## config.mk

```make
export PLATFORM = sky130hd
export DESIGN_NAME = led_count_engine
export DESIGN_NICKNAME = d
export VERILOG_FILES = /design/src/rtl/led_pkg.sv /design/src/rtl/led_count_engine_tick_gen.sv /design/src/rtl/led_count_engine.sv
export SDC_FILE = /design/constraint.sdc
export NUM_CORES = 1
export LEC_CHECK = 0
export BUFFER_PORTS_ARGS = -buffer_cell sky130_fd_sc_hd__buf_4
export CORE_UTILIZATION = 40
export DETAILED_ROUTE_END_ITERATION = 8
export SYNTH_ARGS = -nofsm -noshare
export SYNTH_HDL_FRONTEND = slang
export SYNTH_HIERARCHICAL = 1
export SYNTH_SLANG_ARGS = --single-unit
```

## constraint.sdc

```tcl
create_clock -name CLOCK_50 -period 6.09 [get_ports CLOCK_50]
set_input_delay 0 -clock CLOCK_50 [delete_from_list [all_inputs] [get_ports CLOCK_50]]
set_output_delay 0 -clock CLOCK_50 [all_outputs]
set_load 0.01 [all_outputs]
```

## src/rtl/led_pkg.sv

```systemverilog
// Shared types and default widths for the LED count engine.
package led_pkg;

    // Pattern update modes, encoded to match the 2-bit mode input.
    typedef enum logic [1:0] {
        MODE_UP      = 2'b00,
        MODE_DOWN    = 2'b01,
        MODE_RING    = 2'b10,
        MODE_JOHNSON = 2'b11
    } cnt_mode_t;

    localparam int DEF_DIV_WIDTH = 32;
    localparam int DEF_TAP_WIDTH = 5;
    localparam int DEF_OUT_WIDTH = 10;

endpackage

```

## src/rtl/led_count_engine_tick_gen.sv

```systemverilog
// Free-running divider with a selectable power-of-two tap.
// hit is the combinational "divider at end of period" flag used by the
// pattern register; tick is its registered copy.
import led_pkg::*;

module tick_gen #(
    parameter int DIV_WIDTH = DEF_DIV_WIDTH,
    parameter int TAP_WIDTH = DEF_TAP_WIDTH
) (
    input  logic                 CLOCK_50,
    input  logic                 reset,
    input  logic                 enable,
    input  logic [TAP_WIDTH-1:0] tap_sel,
    input  logic                 load,
    output logic                 hit,
    output logic                 tick
);

    localparam logic [DIV_WIDTH-1:0] DIV_ONE = {{(DIV_WIDTH-1){1'b0}}, 1'b1};

    logic [DIV_WIDTH-1:0] div;
    logic [DIV_WIDTH-1:0] tap_mask;

    // Ones in bits [te:0]. Bits only exist up to DIV_WIDTH-1, so any tap
    // index beyond the top bit naturally saturates to a full mask (clamp,
    // never wrap).
    always_comb begin
        tap_mask = '0;
        for (int i = 0; i < DIV_WIDTH; i++) begin
            tap_mask[i] = (i <= int'(tap_sel));
        end
    end

    // End of period: all selected low bits of the divider are ones.
    always_comb begin
        hit = enable && ((div & tap_mask) == tap_mask);
    end

    // Divider advance/clear and registered tick.
    always_ff @(posedge CLOCK_50) begin
        if (reset) begin
            div  <= '0;
            tick <= 1'b0;
        end else begin
            tick <= hit;
            if (load) begin
                div <= '0;
            end else if (enable) begin
                div <= div + DIV_ONE;
            end
        end
    end

endmodule

```

## src/rtl/led_count_engine.sv

```systemverilog
// LED pattern engine: a divider tick advances a pattern register in
// up, down, ring or Johnson mode. All outputs are registered.
import led_pkg::*;

module led_count_engine #(
    parameter int DIV_WIDTH = DEF_DIV_WIDTH,
    parameter int TAP_WIDTH = DEF_TAP_WIDTH,
    parameter int OUT_WIDTH = DEF_OUT_WIDTH
) (
    input  logic                 CLOCK_50,
    input  logic                 reset,
    input  logic                 enable,
    input  logic [TAP_WIDTH-1:0] tap_sel,
    input  logic [1:0]           mode,
    input  logic                 load,
    input  logic [OUT_WIDTH-1:0] load_value,
    output logic                 tick,
    output logic [OUT_WIDTH-1:0] count
);

    localparam logic [OUT_WIDTH-1:0] OUT_ONE = {{(OUT_WIDTH-1){1'b0}}, 1'b1};

    logic                 hit;
    cnt_mode_t            mode_sel;
    logic [OUT_WIDTH-1:0] count_next;

    tick_gen #(
        .DIV_WIDTH (DIV_WIDTH),
        .TAP_WIDTH (TAP_WIDTH)
    ) u_tick_gen (
        .CLOCK_50 (CLOCK_50),
        .reset    (reset),
        .enable   (enable),
        .tap_sel  (tap_sel),
        .load     (load),
        .hit      (hit),
        .tick     (tick)
    );

    assign mode_sel = cnt_mode_t'(mode);

    // Next pattern for a hit in the selected mode.
    always_comb begin
        count_next = count;
        case (mode_sel)
            MODE_UP:      count_next = count + OUT_ONE;
            MODE_DOWN:    count_next = count - OUT_ONE;
            MODE_RING: begin
                // An all-zero ring would never light anything; seed bit 0.
                if (count == '0) begin
                    count_next = OUT_ONE;
                end else begin
                    count_next = {count[OUT_WIDTH-2:0], count[OUT_WIDTH-1]};
                end
            end
            MODE_JOHNSON: count_next = {count[OUT_WIDTH-2:0], ~count[OUT_WIDTH-1]};
            default:      count_next = count;
        endcase
    end

    // Pattern register: reset, then load, then hit.
    always_ff @(posedge CLOCK_50) begin
        if (reset) begin
            count <= '0;
        end else if (load) begin
            count <= load_value;
        end else if (hit) begin
            count <= count_next;
        end
    end

endmodule

```

======== After elaboration in Yosys (flattened, before gate mapping) ========
Index checks and enable logic that the tools add are counted.
operators by class
  multiplexer cells ....................... 4
  bitwise logic cells ..................... 2
  reduce and logical (&&, ||, !) cells .... 5
  $lt $le $gt $ge ......................... 31
  $add $sub $neg .......................... 3
  eq/ne operators ......................... 4
operators with widths
  kind                     number
  $le A5 B5 Y1 const A     16
  $le A4 B5 Y1 const A     8
  $pmux W10 S4             1
  $add A32 B1 Y32 const B  1
  $and A32 B32 Y32         1
  $eq A32 B32 Y1           1
  $mux W10                 3
  $le A3 B5 Y1 const A     4
  $add A10 B1 Y10 const B  1
  $le A2 B5 Y1 const A     2
  $logic_not A10 Y1        1
  $sub A10 B1 Y10 const B  1
  $le A1 B5 Y1 const A     1
  $eq A2 B2 Y1 const B     2
  $eq A2 B1 Y1 const B     1
  $logic_not A2 Y1         1
  $reduce_bool A2 Y1       1
  $reduce_or A2 Y1         1
  $logic_and A1 B1 Y1      1
  $not A1 Y1               1
storage, ports and cells
  input port bits ......................... 21
  word-level logic and storage cells ...... 52
  register bits ........................... 43
  output and inout port bits .............. 11

======== Depth between registers and ports, before layout ========
  word-level depth ........................ 6
  mapped depth ............................ 12
  mapped depth without buffers ............ 10

======== Cells and area by module ========
The synthesis kept the hierarchy.
modules (own cells, without submodules)
  module            sequential area each (um2)  area an instance (um2)  times used  cells an instance
  tick_gen          660.6                       1851.8                  1           227
  led_count_engine  200.2                       1056.0                  1           151

======== Worst setup path after synthesis ========
Ideal clock, no wire load.
  path type ............................... flip-flop to flip-flop
  from .................................... register u_tick_gen.div[23]
  to ...................................... register count[2]
  library setup time ...................... 0.095 ns
  setup slack ............................. 3.757 ns
  data required time ...................... 5.995 ns
  clock period less this slack ............ 2.333 ns
  cell stages (with the launch flop) ...... 10
  arrival time ............................ 2.238 ns
  path buffers ............................ 1
  cells stage by stage .................... dfxtp_1 -> a21bo_2 -> a31oi_1 -> a2111oi_0 -> nand4_1 -> nor3_1 -> clkbuf_1 -> nand3b_1 -> a21o_1 -> a221oi_1
on the way
  longest elaborated chain between the ends .. 4
ends and longest elaborated chain
  item                                 RTL line                         source
  from (decl)                          led_count_engine_tick_gen.sv:21  logic [DIV_WIDTH-1:0] div;
  from (signal assigned)               led_count_engine_tick_gen.sv:49  div <= div + DIV_ONE;
  $and A32 B32 Y32                     led_count_engine_tick_gen.sv:36  hit = enable && ((div & tap_mask) == tap_mask);
  $eq A32 B32 Y1                       led_count_engine_tick_gen.sv:36
  $logic_and A1 B1 Y1                  led_count_engine_tick_gen.sv:36
  net hit                              led_count_engine.sv:23           logic hit;
  $reduce_bool A2 Y1 (no source line)  --
  to (signal assigned)                 led_count_engine.sv:66           count <= load_value;
  to (signal assigned)                 led_count_engine.sv:68           count <= count_next;
  to (decl)                            led_count_engine.sv:18           output logic [OUT_WIDTH-1:0] count
The timed path passes the listed nets, and every way through them passes these cells.
A chain may end at the register's enable or synchronous reset.

======== Worst setup path in the final report ========
  from .................................... register u_tick_gen.div[23]
  to ...................................... register count[3]
The elaborated chain is that of the path after synthesis.

==> results.md <==
- Share of layout cells above drive strength 1: 0.131
- Drt pass-1 iters: 5
- Routed Antenna Nets: 0
- Post-synthesis register bit count: 43
- Syn Inst Count: around 380
- Vias in the first global route: 2482
- Startpoint Class: register
- Final nets: 419
- Routed WL: 7290 um
- Crit path max-delay family: compound AO/OA/AOI/OAI gates
- PortBufs: 31
- Synth warn: 6
- Max-cap violations: 0
- Drt wl/cell: 14.8 um
- # DRC: 0
- Period utilization: 0.489
- Layout overhead on the synthesized area: 13.5%
- Worst Tran Pin Value: approximately 0.79 ns
- Worst path cell trace: a21bo_2 > a31oi_1 > a2111oi_0 > nand4_1 > nor3_1 > buf_4 > o221ai_1 > a211o_1 > a221oi_2 > dlygate4sd3_1
- Die area: roughly 0.0076 sq mm
- RSZ-0062 raised after global routing: false
- Final Max Slew Viols: 0
- Die Width: between 80 and 90 um
- Core Box Area: 0.00691 sq mm
- Status: complete, no violations
- Clk root buf: clkbuf_8
- CP max stage cell: dlygate4sd3_1
- Number of diodes: 0
- Hold Slack: between 0.03 and 0.04 ns
- Peak VDD IR: 0.101 mV
- Most common cell after layout, fill and taps aside: nor2_1
- Final Setup Violations: 0
- Starting density of the core: 0.421
- Post-DP HPWL: 4950 um
- Initial antenna violation count: 0
- GP Congestion: 0.870
- Number of cells on the critical path: 10
- Worst skew pair latency: approximately 0.3 ns
- Bufs and invs on worst path: 2
- Largest net degree at the start of global routing: 33
- Fin cells: about 490
- Syn Nets: 401
- R2R cell count: 10
- Worst endpoint data arrival time: 3.22 ns
- Post-synth EDFFs: 0
- Most frequent cells in the layout: nor2_1, dfxtp_1, buf_4
- Clock Sinks: 43
- CP Class: reg2reg
- Worst path max stage delay: 0.57 ns
- Power Total: 0.000573 W
- TritonCTS Buffers: 5
- Rel. slew slack: 0.470
- Vias: roughly 2800
- Chip Height: 87.3 um
- Total Routing Usage GR: 0.197
- DP Cell Count: between 400 and 500
- Min-Delay Path Class: in2reg
- CTS-repair resized insts: 0
- IO Pins: 32
- CTS tree: done
- Final Core Density: 0.478
- CP Max Fanout: 14
- Fin crit period: about 3 ns
- Sequential fraction of the synthesis area: 0.296
- Post-synth top flop: dfxtp_1
- Leak: around 1.2 nW
- Data required time of the worst path: 6.33 ns
- Rows: 30
- Setup TNS: 0 ns
- PwrDens: 174 mW/mm^2
- Final hold violations: 0
- GRT overflow: 0
- Fillers: 720
- Worst Skew: between 0.009 and 0.01 ns
- Fmax: 336 MHz
- Worst-path clk slew: 0.09 ns
- Synth Cell Area: 0.00291 sq mm
- Ys async rst share: 0
- Synth Area per Inst: 7.69 sq um
- Via-to-Cell Ratio: 5.73
- Starting DRT DRC Count: 220
- Unique masters post-synth: 59
- H-tree depth: 2
- Maximum clock insertion buffer count: 2
- Global-route wire length before repair: 11900 um
- WHS Path Cells: 3
- CP endpoint kind: register
==> through the flow <==
step	setup WS (ns)	cell area (sq um)
after floorplan	3.76	2910
after global placement	3.69	3130
after detailed placement	3.59	3130
after CTS	3.13	3300
after global routing	2.98	3300
final	3.11	3300
==> registers in the layout, summed over array words and instances, names as in the netlist <==
| signal | cells |
|---|---|
| u_tick_gen/div | 32 |
| u_tick_gen/tick | 1 |
| count | 10 |
==> where the power goes <==
group          switching (W)  internal [W]
logic              0.0000484     0.0000430
registers          0.0000147      0.000286
clock network       0.000101     0.0000803
total               0.000164      0.000409
==> final timing paths <==
path                                                       from                               to  slack, ns
worst min register to register  u_tick_gen/div[29]$_SDFFE_PP0P_  u_tick_gen/div[29]$_SDFFE_PP0P_       0.51
worst max-delay path            u_tick_gen/div[23]$_SDFFE_PP0P_            count[3]$_SDFFE_PP0P_       3.11
worst min-delay path                              load_value[9]            count[9]$_SDFFE_PP0P_       0.03
worst max register to register  u_tick_gen/div[23]$_SDFFE_PP0P_            count[3]$_SDFFE_PP0P_       3.11
==> worst min-delay path: stages <==
cell      delay [ns]
buf_4           0.08
a21oi_1         0.06
o211ai_1        0.15
==> Yosys cell counts (all sizes together), types with 6 or more instances <==
library cell	count	share of area
nor2	51	0.066
dfxtp	43	0.30
xor2	24	0.072
a21oi	22	0.038
nand4	20	0.043
o21ai	20	0.034
buf	17	0.031
nand2	15	0.019
nor3	15	0.026
nand3	14	0.028
clkbuf	13	0.017
inv	13	0.017
nand2b	9	0.019
xnor2	9	0.027
a31oi	7	0.015
nor4	7	0.025
and4	6	0.019
==> logic make-up after synthesis <==
group           Yosys count  share of synthesized area
compound gates           90                      0.210
xor+xnor                 33                     0.0994
fa+ha+maj                 2                    0.00860
buf+inv                  43                     0.0654
flops                    43                      0.296
mux                       4                     0.0138
simple gates            163                      0.307
==> timing repair <==
action                                 4_1_cts  5_1_grt
hold buffers                                 8        0
endpoints found under the hold margin        7        0
buffers inserted                             0        0
==> routing by layer <==
metal / share of wire / GRT usage
met4: 0.020 / 0.0700
met1: 0.50 / 0.278
met2: 0.42 / 0.300
met3: 0.051 / 0.0351
met5: 0 / 0
==> layout make-up <==
type,instances,area (sq um),area share
well taps,96,120,0.0364
flip-flops and latches,43,861,0.261
clock inverters,2,12.5,0.00379
multi-input cells,292,1860,0.563
repair buffers,41,328,0.0994
clock buffers,6,72.6,0.0220
inverters,13,48.8,0.0148
Note: power is estimated with default switching activity, not from simulation.
